===== src/rtl/efb_wb_arb_pkg.sv =====
`default_nettype none
// +-------------------------------------------------------------------------+
// | efb_wb_arb_pkg : shared EFB constants for the wishbone arbiter          |
// | Revision: 1.0                                                           |
// +-------------------------------------------------------------------------+
package efb_wb_arb_pkg;

  typedef enum logic [1:0] {
    ARB_IDLE = 2'd0,
    ARB_OWN0 = 2'd1,
    ARB_OWN1 = 2'd2
  } arb_state_e;

  localparam logic OWNER_M0 = 1'b0;
  localparam logic OWNER_M1 = 1'b1;

  // m1 counts as "served last" out of reset so m0 wins the first tie
  localparam logic RR_RESET = OWNER_M1;

  localparam int unsigned EFB_WB_ARB_TMO_DEFAULT = 255;

endpackage
`default_nettype wire


===== src/rtl/efb_wb_arb.sv =====
`default_nettype none
// +-------------------------------------------------------------------------+
// | efb_wb_arb : two-requester round-robin arbiter for the EFB wishbone port |
// | Optional strobe timeout abort enabled by EFB_WB_ARB_TIMEOUT_EN.          |
// | Revision: 1.0                                                            |
// +-------------------------------------------------------------------------+
module efb_wb_arb
  import efb_wb_arb_pkg::*;
#(
  parameter int unsigned TIMEOUT_CYCLES = EFB_WB_ARB_TMO_DEFAULT
) (
  input  logic       xclk,
  input  logic       rst_n,
  input  logic       m0_cyc,
  input  logic       m0_stb,
  input  logic       m0_we,
  input  logic [7:0] m0_adr,
  input  logic [7:0] m0_dat_i,
  output logic [7:0] m0_dat_o,
  output logic       m0_ack,
  output logic       m0_err,
  input  logic       m1_cyc,
  input  logic       m1_stb,
  input  logic       m1_we,
  input  logic [7:0] m1_adr,
  input  logic [7:0] m1_dat_i,
  output logic [7:0] m1_dat_o,
  output logic       m1_ack,
  output logic       m1_err,
  output logic       s_cyc,
  output logic       s_stb,
  output logic       s_we,
  output logic [7:0] s_adr,
  output logic [7:0] s_dat_o,
  input  logic [7:0] s_dat_i,
  input  logic       s_ack,
  output logic [1:0] gnt
);

  if (TIMEOUT_CYCLES < 2 || TIMEOUT_CYCLES > 255) begin : g_bad_timeout
    $error("efb_wb_arb: TIMEOUT_CYCLES must be in 2..255");
  end

  arb_state_e state_q, state_d;
  logic       rr_q, rr_d;
  logic       pick;
  logic [1:0] req;
  logic       tmo_hit;
  logic       own_cyc, own_stb, own_we;
  logic [7:0] own_adr, own_dat;

  always_comb begin
    own_cyc = 1'b0;
    own_stb = 1'b0;
    own_we  = 1'b0;
    own_adr = 8'h00;
    own_dat = 8'h00;
    case (state_q)
      ARB_OWN0: begin
        own_cyc = m0_cyc;
        own_stb = m0_stb;
        own_we  = m0_we;
        own_adr = m0_adr;
        own_dat = m0_dat_i;
      end
      ARB_OWN1: begin
        own_cyc = m1_cyc;
        own_stb = m1_stb;
        own_we  = m1_we;
        own_adr = m1_adr;
        own_dat = m1_dat_i;
      end
      default: ;
    endcase
  end

  always_comb begin
    state_d = state_q;
    rr_d    = rr_q;
    pick    = OWNER_M0;
    case (state_q)
      ARB_IDLE: begin
        if (req != 2'b00) begin
          if (req == 2'b11) pick = (rr_q == OWNER_M1) ? OWNER_M0 : OWNER_M1;
          else              pick = req[1];
          state_d = (pick == OWNER_M1) ? ARB_OWN1 : ARB_OWN0;
          rr_d    = pick;
        end
      end
      ARB_OWN0: if (!m0_cyc || tmo_hit) state_d = ARB_IDLE;
      ARB_OWN1: if (!m1_cyc || tmo_hit) state_d = ARB_IDLE;
      default:  state_d = ARB_IDLE;
    endcase
  end

  always_ff @(posedge xclk or negedge rst_n) begin
    if (!rst_n) begin
      state_q <= ARB_IDLE;
      rr_q    <= RR_RESET;
    end else begin
      state_q <= state_d;
      rr_q    <= rr_d;
    end
  end

`ifdef EFB_WB_ARB_TIMEOUT_EN
  logic [7:0] tmo_cnt_q, tmo_cnt_d;
  logic [1:0] blk_q, blk_d;
  logic       owner;

  assign owner   = (state_q == ARB_OWN1) ? OWNER_M1 : OWNER_M0;
  assign tmo_hit = (state_q != ARB_IDLE) && (tmo_cnt_q == 8'(TIMEOUT_CYCLES));
  assign req     = {m1_cyc & ~blk_q[1], m0_cyc & ~blk_q[0]};

  // An aborted requester stays locked out until it has dropped cyc once
  always_comb begin
    tmo_cnt_d = 8'd0;
    if ((state_d == state_q) && own_stb && !s_ack) tmo_cnt_d = tmo_cnt_q + 8'd1;
    blk_d = blk_q & {m1_cyc, m0_cyc};
    if (tmo_hit) blk_d[owner] = 1'b1;
  end

  always_ff @(posedge xclk or negedge rst_n) begin
    if (!rst_n) begin
      tmo_cnt_q <= 8'd0;
      blk_q     <= 2'b00;
    end else begin
      tmo_cnt_q <= tmo_cnt_d;
      blk_q     <= blk_d;
    end
  end

  assign m0_err = tmo_hit && (state_q == ARB_OWN0);
  assign m1_err = tmo_hit && (state_q == ARB_OWN1);
`else
  assign tmo_hit = 1'b0;
  assign req     = {m1_cyc, m0_cyc};
  assign m0_err  = 1'b0;
  assign m1_err  = 1'b0;
`endif

  assign s_cyc   = own_cyc & ~tmo_hit;
  assign s_stb   = own_stb & ~tmo_hit;
  assign s_we    = own_we;
  assign s_adr   = own_adr;
  assign s_dat_o = own_dat;

  assign m0_ack   = (state_q == ARB_OWN0) && s_ack && !tmo_hit;
  assign m1_ack   = (state_q == ARB_OWN1) && s_ack && !tmo_hit;
  assign m0_dat_o = s_dat_i;
  assign m1_dat_o = s_dat_i;
  assign gnt      = {state_q == ARB_OWN1, state_q == ARB_OWN0};

endmodule
`default_nettype wire


===== config.mk =====
export PLATFORM = sky130hd
export DESIGN_NAME = efb_wb_arb
export DESIGN_NICKNAME = d
export VERILOG_FILES = /design/src/rtl/efb_wb_arb_pkg.sv /design/src/rtl/efb_wb_arb.sv
export SDC_FILE = /design/constraint.sdc
export NUM_CORES = 1
export LEC_CHECK = 0
export ABC_CLOCK_PERIOD_IN_PS = 1690
export CAP_MARGIN = 20
export CORE_MARGIN = 2
export CORE_UTILIZATION = 25
export CTS_CLUSTER_SIZE = 30
export DETAILED_ROUTE_END_ITERATION = 7
export GPL_TIMING_DRIVEN = 0
export PLACE_DENSITY_LB_ADDON = 0.05
export RECOVER_POWER = 100
export SYNTH_ARGS = -nofsm -noshare
export SYNTH_HDL_FRONTEND = slang
export SYNTH_SLANG_ARGS = --single-unit

===== constraint.sdc =====
create_clock -name xclk -period 1.69 [get_ports xclk]
set_input_delay 0.169 -clock xclk [delete_from_list [all_inputs] [get_ports xclk]]
set_output_delay 0.169 -clock xclk [all_outputs]
set_load 0.01 [all_outputs]

==> results.md, run 1 <==
- Status: finished, violations left
- Failing checks: setup timing
- Synth area leader: buf_4
- Final Net Count: 237
- Synth Register Bits: 3
- Leak Pwr: 0.754 nW
- R2R setup slack: 130 ps
- Top Layer Used: met4
- Final Hold Vio Count: 0
- Metal2 WL: 1630 um
- Sum Neg Setup Slack: -447 ps
- Filler-free cell count of the finished design: 212
- CP arrival: 1570 ps
- Tmin final: between 1500 and 2000 ps
- Starting density of the core: 26.7%
- ANT nets after route: 0
- GR Util All Layers: between 15 and 20%
- Fillers: 200
- Ranking of synthesized cells by area: buf_4, a22oi_1, nor2b_1, ha_1, dfrtp_1
- I/O Buffers: 79
- H-tree depth: 1
- First-pass GRT wire length: approximately 4700 um
- Synth Instances: 86
- Placed inst area: 0.00151 mm^2
- Max-cap violations: 0
- Multi-input logic area: 561 um^2
- CTS Sinks: 3
- Met3 Routed Length: approximately 190 um
- Gp weighted congestion: 0.749
- Fraction of layout cells with a size suffix above 1: 47.8%
- Vias in the first global route: ~1000
- Root buffer cell: clkbuf_4
- EDFF count, synth: 0
- Top Ports: 90
- CP delay by family, top: buffers and inverters
- Metal-1 WL: 1110 um
- Avg Vias per Cell: 4.66
- Register area: 78.8 um^2
- Mapped cell area: 673 um^2
- Area grow syn2layout: 162%
- CTS tree: yes
- Synth top area share: 22.3%
- Drt total wl: 2980 um
- Std cell rows: 18
- Chip height: 55.9 um
- Drc violations: 0
- Overall power: 2.14 mW
- Antenna diodes: 0
- Period utilization: 103%
- Drt pass-1 iters: 4
- Asr flop ratio synth: 100%
- Max Fclk: about 570 MHz
- Synth warn: 0
- Placed cells: 196
- Most instantiated cells after synthesis: buf_4, nor2b_1, a22oi_1
- Initial antenna violation count: 0
- Worst path max stage delay: 420 ps
- CP bufs+invs: 4
- Max-slew violations: 0
- WP data required: 1520 ps
- RSZ-0062 raised after global routing: true
- Clk buf depth: 2
- DR iter-0 viols: 20
- Die area: around 0.0031 mm^2
- Die Width: around 56 um
- Synth unique cells: 19
- CP Max Fanout: 6
- Worst vdd ir: 1230 uV
- Setup crit end kind: output port
- Largest net degree at the start of global routing: 11
- Slowest stage cell on the critical path: dfrtp_2
- Layout Skew: approximately 0.47 ps
- Place WS: -501 ps
- Critical path type: reg -> out
- Syn Area/Cell: just under 8 um^2
- Final worst slack: -52.6 ps
- Final setup viols: 17
- Via count: 988
- GRT Residual Overflow: 0
- Clk_lat worst skew: around 230 ps
- Design area: 0.00177 mm^2
- Hpwl dp: 2140 um
- Post-cts hold buffer count: 0
- Number of CTS-inserted buffers: 3
- Most used cell, CP: buf_6
- Total core area: 0.00252 mm^2
- Register area share after synthesis: 11.3%
- Power Dens Cells: roughly 1200 mW/mm^2
- Clock transition at path regs: 40 ps
- Crit start category: flop
- Synth Flop Type: dfrtp_1
- Hold Crit Class: in -> async
- Crit-path cells: buf_6, ha_4, buf_6, buf_12, a22oi_2, nor2b_1, buf_2
- Per-cell routed wire length: 14.0 um
[stage by stage]
stage / utilization, % / hold WS [ps]
6_report: 70.0 / 187
5_1_grt: 70.0 / 190
4_1_cts: 69.6 / 111
3_5_place_dp: 59.7 / 361
3_3_place_gp: 59.7 / 356
2_1_floorplan: - / -127
[cell type report]
type                    instances  share of cell area, %
well taps                      30                   2.12
flip-flops and latches          3                   4.46
multi-input cells              58                   31.7
plain buffers                  22                   10.8
inverters                       3                   1.06
clock buffers                   4                   1.49
repair buffers                 92                   48.3
[cell usage in the layout, fill, tap and decap left out, drive strengths merged]
cell type | netlist | final
buf | 22 | 55
clkdlybuf4s50 | 0 | 40
nor2b | 20 | 20
a22oi | 18 | 18
dlygate4sd3 | 0 | 17
ha | 5 | 5
clkbuf | 1 | 4
and2 | 3 | 3
a21oi | 2 | 2
nand2 | 2 | 2
conb | 1 | 2
dlygate4sd2 | 0 | 2
dfrtp | 2 | 2
inv | 3 | 2
clkinv | 0 | 1
a22o | 1 | 1
a31oi | 1 | 1
o211ai | 1 | 1
o22ai | 1 | 1
o21ai | 1 | 1
o311ai | 1 | 1
dfstp | 1 | 1
[logic make-up after synthesis]
family | Yosys count | share of synthesized area (%)
adder cells (fa/ha/maj) | 5 | 9.29
AND/OR/NAND/NOR | 25 | 22.5
flip-flops | 3 | 11.3
buffers and inverters | 26 | 26.0
other | 1 | 0.557
AO/OA/AOI/OAI | 26 | 30.3
[state kept, by name, indices dropped and copies added, names as in the netlist]
name / count
state_q: 2
rr_q: 1
[where the power goes]
part / switching, mW / internal [mW] / leakage [nW] / total, mW
logic: 0.772 / 1.09 / 0.706 / 1.86
registers: 0.0391 / 0.118 / 0.0335 / 0.157
clock network: 0.0356 / 0.0884 / 0.0150 / 0.124
total: 0.847 / 1.30 / 0.754 / 2.14
[final timing paths]
check / depth (start not counted) / endpoint / start
max reg2reg: 5 / state_q[1] / state_q[0]
min: 1 / state_q[1] / rst_n
min in group xclk: 2 / rr_q / rr_q
max: 7 / s_adr[1] / state_q[1]
max in group asynchronous: 1 / rr_q / rst_n
min reg2reg: 2 / rr_q / rr_q
[timing repair]
item,4_1_cts,5_1_grt
cloned,2,0
pin swaps,2,2
resized for setup,129,6
endpoints found under the setup margin,22,19
buffers inserted,9,2
[per-layer routing]
metal  track usage (%)  up-vias
li1                  -      476
met1              19.7      453
met2              36.2       53
met3              2.79        6
met4              7.14        0
met5                 0        -
(Power assumes the default switching activity.)
==> run 2: changes to the inputs <==
CTS_BUF_LIST = sky130_fd_sc_hd__clkbuf_16   (was unset)
RECOVER_POWER = 50   (was 100)
SLEW_MARGIN = 5   (was unset)
==> results.md, run 2 (same netlist as run 1, synthesis figures left out) <==
- Tmin final: 1740 ps (about the same)
- Crit path from: state_q[1] (unchanged)
- Fillers: 186 (was 200)
- Antenna diodes: 0 (unchanged)
- GR Util All Layers: 18.3% (was 18.6%)
- Initial antenna violation count: 0 (unchanged)
- Failing checks: setup timing (unchanged)
- Worst R2R Start: state_q[1] (was state_q[0])
- Crit start category: flop (unchanged)
- Status: finished, violations left (unchanged)
- Most flop-heavy register: state_q (unchanged)
- Total core area: 0.00252 mm^2 (unchanged)
- Clk_lat worst skew: 230 ps (about the same)
- Design area: 0.00186 mm^2 (was 0.00177 mm^2)
- Chip height: 55.9 um (unchanged)
- Starting density of the core: 26.7% (unchanged)
- Crit-path cells: buf_6, ha_4, buf_12, clkbuf_16, a22oi_2, nor2b_1, buf_2 (was buf_6, ha_4, buf_6, buf_12, a22oi_2, nor2b_1, buf_2)
- Period utilization: 103% (about the same)
- Final worst slack: -53.0 ps (was -52.6 ps)
- Std cell rows: 18 (unchanged)
- Top Ports: 90 (unchanged)
- H-tree depth: 1 (unchanged)
- Max Fclk: 574 MHz (about the same)
- Worst setup path end: s_dat_o[0] (was s_adr[1])
- R2R setup slack: 200 ps (was 130 ps)
- Slowest stage cell on the critical path: dfrtp_2 (unchanged)
- Commonest non-fill, non-tap cell in the layout: clkdlybuf4s50_1 (unchanged)
- GRT Residual Overflow: 0 (unchanged)
- Number of flip-flops in the largest register: 2 (unchanged)
- CTS tree: yes (unchanged)
- Placed inst area: 0.00151 mm^2 (unchanged)
- Hold Crit Class: in -> async (unchanged)
- Leak Pwr: 0.798 nW (was 0.754 nW)
- Via count: 980 (was 988)
- Met3 GRT Util: 2.33% (was 2.79%)
- Max-cap violations: 0 (unchanged)
- Reg2Reg Depth: 6 (was 5)
- Global Route met1 Usage: 19.3% (was 19.7%)
- RSZ-0062 raised after global routing: true (unchanged)
- Post-cts hold buffer count: 0 (unchanged)
- I/O Buffers: 79 (unchanged)
- Largest net degree at the start of global routing: 11 (unchanged)
- First-pass GRT wire length: 4590 um (was 4690 um)
- Setup crit end kind: output port (unchanged)
- Worst vdd ir: 1260 uV (was 1230 uV)
- CP Max Fanout: 5 (was 6)
- Avg Vias per Cell: 4.58 (was 4.66)
- GRT busiest layer: met2 (unchanged)
- Clk buf depth: 2 (unchanged)
- Per-cell routed wire length: 14.3 um (was 14.0 um)
- Power Dens Cells: 1310 mW/mm^2 (was 1210 mW/mm^2)
- Drt pass-1 iters: 4 (unchanged)
- Met2 Usage GRT: 35.9% (was 36.2%)
- WP data required: 1520 ps (about the same)
- Drt total wl: 3060 um (was 2980 um)
- Final Hold Vio Count: 0 (unchanged)
- ANT nets after route: 0 (unchanged)
- Sum Neg Setup Slack: -429 ps (was -447 ps)
- Overall power: 2.44 mW (was 2.14 mW)
- Die Width: 55.9 um (unchanged)
- DR iter-0 viols: 21 (was 20)
- Root buffer cell: clkbuf_16 (was clkbuf_4)
- Drc violations: 0 (unchanged)
- Critical path type: reg -> out (unchanged)
- R2r endpoint: state_q[0] (was state_q[1])
- Hpwl dp: 2140 um (unchanged)
- Worst path max stage delay: 420 ps (about the same)
- Final setup viols: 12 (was 17)
- Die area: 0.00312 mm^2 (unchanged)
- Fraction of layout cells with a size suffix above 1: 48.9% (was 47.8%)
- Number of CTS-inserted buffers: 3 (unchanged)
- Biggest regs: state_q: 2 flops, rr_q: 1 flops (unchanged)
- Gp weighted congestion: 0.749 (unchanged)
- Max-slew violations: 0 (unchanged)
- Layout Skew: 3.02 ps (was 0.467 ps)
- Final Net Count: 239 (was 237)
- CP arrival: 1570 ps (about the same)
- Vias in the first global route: 976 (was 1001)
- Most frequent cells in the layout: clkdlybuf4s50_1, buf_4, nor2b_1, buf_2, a22oi_2 (was clkdlybuf4s50_1, buf_4, buf_2, nor2b_1, a22oi_2)
- Area grow syn2layout: 176% (was 162%)
- Clock transition at path regs: 30 ps (was 40 ps)
- CTS Sinks: 3 (unchanged)
## run 2: cell types whose count changed in the layout (fill, tap and decap cells not counted), moves of 2 or more
cell | previous run | this run
buf_8 | 4 | 0
buf_4 | 25 | 27
dlygate4sd3_1 | 17 | 11
buf_6 | 3 | 5
clkbuf_4 | 3 | 0
clkdlybuf4s50_1 | 40 | 46
clkbuf_16 | 0 | 5
## run 2: worst min-delay path by stage
| stage | start | endpoint | slack, ps | cells after the start |
|---|---|---|---|---|
| CTS | rst_n | state_q[1] | 130 | 1 |
| global placement | rst_n | state_q[1] | 360 | 1 |
| finish | rst_n | state_q[0] | 200 | 1 |
| global route | rst_n | state_q[1] | 220 | 1 |
| detailed placement | rst_n | state_q[0] | 360 | 1 |
| floorplan | rst_n | state_q[0] | -130 | 0 |
## run 2: final cells by class
class	instances	area (um^2)	share of cell area (%)
timing repair buffer	95	885	47.6
tap	30	37.5	2.02
inverter	3	23.8	1.28
clock inverter	1	3.75	0.202
clock buffer	3	75.1	4.04
sequential	3	78.8	4.24
buffer	21	189	10.2
multi-input combinational	58	566	30.4
## run 2: what timing repair did
| item | in CTS | in global routing |
|---|---|---|
| setup buffers | 7 | 6 |
| gates resized for setup | 124 | 14 |
| cloned | 1 | 2 |
| pin swaps | 8 | 10 |
| setup endpoints to repair | 22 | 20 |
## run 2: power by group
group / internal, mW / total (mW) / switching [mW] / leakage, nW
clock: 0.306 / 0.376 / 0.0708 / 0.0423
sequential: 0.118 / 0.157 / 0.0389 / 0.0335
combinational: 1.14 / 1.91 / 0.771 / 0.722
## run 2: metrics by stage
step / cells / utilization (%) / hold WS, ps / setup slack, ps
after floorplan: 87 / - / -127 / 211
after global placement: 196 / 59.7 / 356 / -449
after detailed placement: 196 / 59.7 / 361 / -501
after CTS: 208 / 69.7 / 134 / -87.6
after global routing: 214 / 73.7 / 217 / -121
final: 214 / 73.7 / 197 / -53.0
## run 2: critical path: cells and delay by family (launching register included)
kind            cells  cell delay (ps)
flops               1              420
buf+inv             4              550
simple gates        1               70
compound gates      1              150
fa+ha+maj           1              170
## run 2: layer usage
| layer | wire [um] | vias up |
|---|---|---|
| met5 | 0 | - |
| met4 | 55 | 0 |
| met3 | 207 | 5 |
| met2 | 1700 | 52 |
| met1 | 1100 | 445 |
| li1 | - | 478 |
==> run 3: changes to the inputs <==
--- a/constraint.sdc
+++ b/constraint.sdc
@@ -3,2 +3,2 @@
 set_output_delay 0.169 -clock xclk [all_outputs]
-set_load 0.01 [all_outputs]
+set_load 0.1 [all_outputs]
==> results.md, run 3 (same netlist as run 1, synthesis figures left out) <==
- Most flop-heavy register: state_q (unchanged)
- Gp weighted congestion: 0.820 (was 0.749)
- Drc violations: 0 (unchanged)
- Crit-path cells: inv_4, ha_4, buf_8, buf_8, buf_12, a22oi_2, nor2b_4, buf_12 (was buf_6, ha_4, buf_12, clkbuf_16, a22oi_2, nor2b_1, buf_2)
- Number of flip-flops in the largest register: 2 (unchanged)
- Avg Vias per Cell: 5.14 (was 4.58)
- Layout Skew: 1.78 ps (was 3.02 ps)
- Max-slew violations: 0 (unchanged)
- Vias in the first global route: 1239 (was 976)
- CP delay by family, top: buffers and inverters (unchanged)
- Failing checks: setup timing (unchanged)
- Die Width: 55.9 um (unchanged)
- Std cell rows: 18 (unchanged)
- I/O Buffers: 79 (unchanged)
- Clock transition at path regs: 30 ps (about the same)
- Period utilization: 114% (was 103%)
- Leak Pwr: 0.972 nW (was 0.798 nW)
- ANT nets after route: 0 (unchanged)
- Slowest stage cell on the critical path: dfrtp_2 (unchanged)
- Area grow syn2layout: 255% (was 176%)
- Hold Crit Class: in -> async (unchanged)
- Most frequent cells in the layout: clkdlybuf4s50_1, buf_4, buf_12, a22oi_2, nor2b_4 (was clkdlybuf4s50_1, buf_4, nor2b_1, buf_2, a22oi_2)
- Drt pass-1 iters: 4 (unchanged)
- Via count: 1152 (was 980)
- Top Ports: 90 (unchanged)
- Least-Margin Pin Slew: ~1000 ps
- CP bufs+invs: 5 (was 4)
- Post-cts hold buffer count: 0 (unchanged)
- Setup crit end kind: output port (unchanged)
- GRT Residual Overflow: 0 (unchanged)
- Initial antenna violation count: 0 (unchanged)
- CP arrival: 1750 ps (was 1570 ps)
- Final Hold Vio Count: 0 (unchanged)
- Root buffer cell: clkbuf_16 (unchanged)
- CTS Sinks: 3 (unchanged)
- R2r endpoint: state_q[0] (unchanged)
- Starting density of the core: 26.7% (unchanged)
- H-tree depth: 1 (unchanged)
- Crit start category: flop (unchanged)
- Chip height: 55.9 um (unchanged)
- Per-cell routed wire length: 24.0 um (was 14.3 um)
- Die area: 0.00312 mm^2 (unchanged)
- Total core area: 0.00252 mm^2 (unchanged)
- Number of CTS-inserted buffers: 3 (unchanged)
- Hpwl dp: 2240 um (was 2140 um)
- Overall power: 5.17 mW (was 2.44 mW)
- Rel. slew slack: about a third
- Clk_lat worst skew: 230 ps (about the same)
- Final worst slack: -232 ps (was -53.0 ps)
- Filler-free cell count of the finished design: 224 (was 214)
- First-pass GRT wire length: 6950 um (was 4590 um)
- Sum Neg Setup Slack: -2930 ps (was -429 ps)
- GR Util All Layers: 29.2% (was 18.3%)
- CP Max Fanout: 4 (was 5)
- DR iter-0 viols: 40 (was 21)
- Drt total wl: 5380 um (was 3060 um)
- Commonest non-fill, non-tap cell in the layout: clkdlybuf4s50_1 (unchanged)
- Critical path type: reg -> out (unchanged)
- Fraction of layout cells with a size suffix above 1: 63.4% (was 48.9%)
- Clk buf depth: 2 (unchanged)
- Worst R2R Start: state_q[1] (unchanged)
- Worst path max stage delay: 420 ps (about the same)
- Max-cap violations: 0 (unchanged)
- Power Dens Cells: 2170 mW/mm^2 (was 1310 mW/mm^2)
- Antenna diodes: 0 (unchanged)
- RSZ-0062 raised after global routing: true (unchanged)
- Worst vdd ir: 2210 uV (was 1260 uV)
- WP data required: 1520 ps (about the same)
- Max Fclk: 520 MHz (was 574 MHz)
- Final Net Count: 249 (was 239)
- Tmin final: 1920 ps (was 1740 ps)
- Largest net degree at the start of global routing: 9 (was 11)
- R2R setup slack: 0 ps (was 200 ps)
- Final setup viols: 19 (was 12)
- Fillers: 62 (was 186)
- Hold slack: 225 ps (was 197 ps)
- Status: finished, violations left (unchanged)
- CTS tree: yes (unchanged)
- Biggest regs: state_q: 2 flops, rr_q: 1 flops (unchanged)
- Placed cells: 196 (unchanged)
- Reg2Reg Depth: 6 (unchanged)
-- run 3: timing repair --
item / 4_1_cts / 5_1_grt
cloned: 2 / 0
buffers inserted: 15 / 9
endpoints found under the setup margin: 23 / 20
pin swaps: 11 / 9
resized for setup: 233 / 7
-- run 3: report_power, final --
part | leakage (nW) | internal, mW | switching, mW
registers | 0.0335 | 0.118 | 0.0603
logic | 0.897 | 2.09 | 2.52
clock network | 0.0423 | 0.306 | 0.0752
total | 0.972 | 2.51 | 2.66
-- run 3: how the worst max path moves through the flow --
stage,from,to,slack (ps),depth (start not counted)
4_1_cts,state_q[0],s_dat_o[4],-160,8
2_1_floorplan,state_q[1],s_cyc,-220,4
5_1_grt,state_q[0],s_dat_o[5],-240,8
3_3_place_gp,state_q[1],s_cyc,-1110,5
6_report,state_q[0],s_dat_o[5],-230,8
3_5_place_dp,state_q[1],s_cyc,-1130,5
-- run 3: layout make-up --
type                       count  area, um^2  area share [%]
timing repair buffer         104        1260            52.9
multi-input combinational     58         708            29.7
buffer                        22         205            8.60
sequential                     3        78.8            3.30
clock buffer                   3        75.1            3.14
tap                           30        37.5            1.57
inverter                       3        16.3           0.681
clock inverter                 1        3.75           0.157
-- run 3: stage by stage --
step           instance area, um^2  worst slack (ps)  utilization, %
2_1_floorplan                  841              -217               -
3_3_place_gp                  1670             -1110            66.2
3_5_place_dp                  1670             -1130            66.2
4_1_cts                       2330              -157            92.5
5_1_grt                       2390              -239            94.6
6_report                      2390              -232            94.6
-- run 3: per-layer routing --
metal	wire (um)	track usage, %	share of wire (%)	vias to the layer above
li1	-	-	-	497
met1	1850	30.8	34	550
met2	2910	53.2	54	82
met3	340	5.81	6.3	23
met4	284	17.0	5.3	0
met5	0	0	0	-
-- run 3: worst register-to-register path, cell delays in order (launching register included) --
cell and delay, ps:
dfrtp_2 440, buf_4 180, ha_4 180, a22o_4 260
buf_4 160, a21oi_1 160, o22ai_1 150
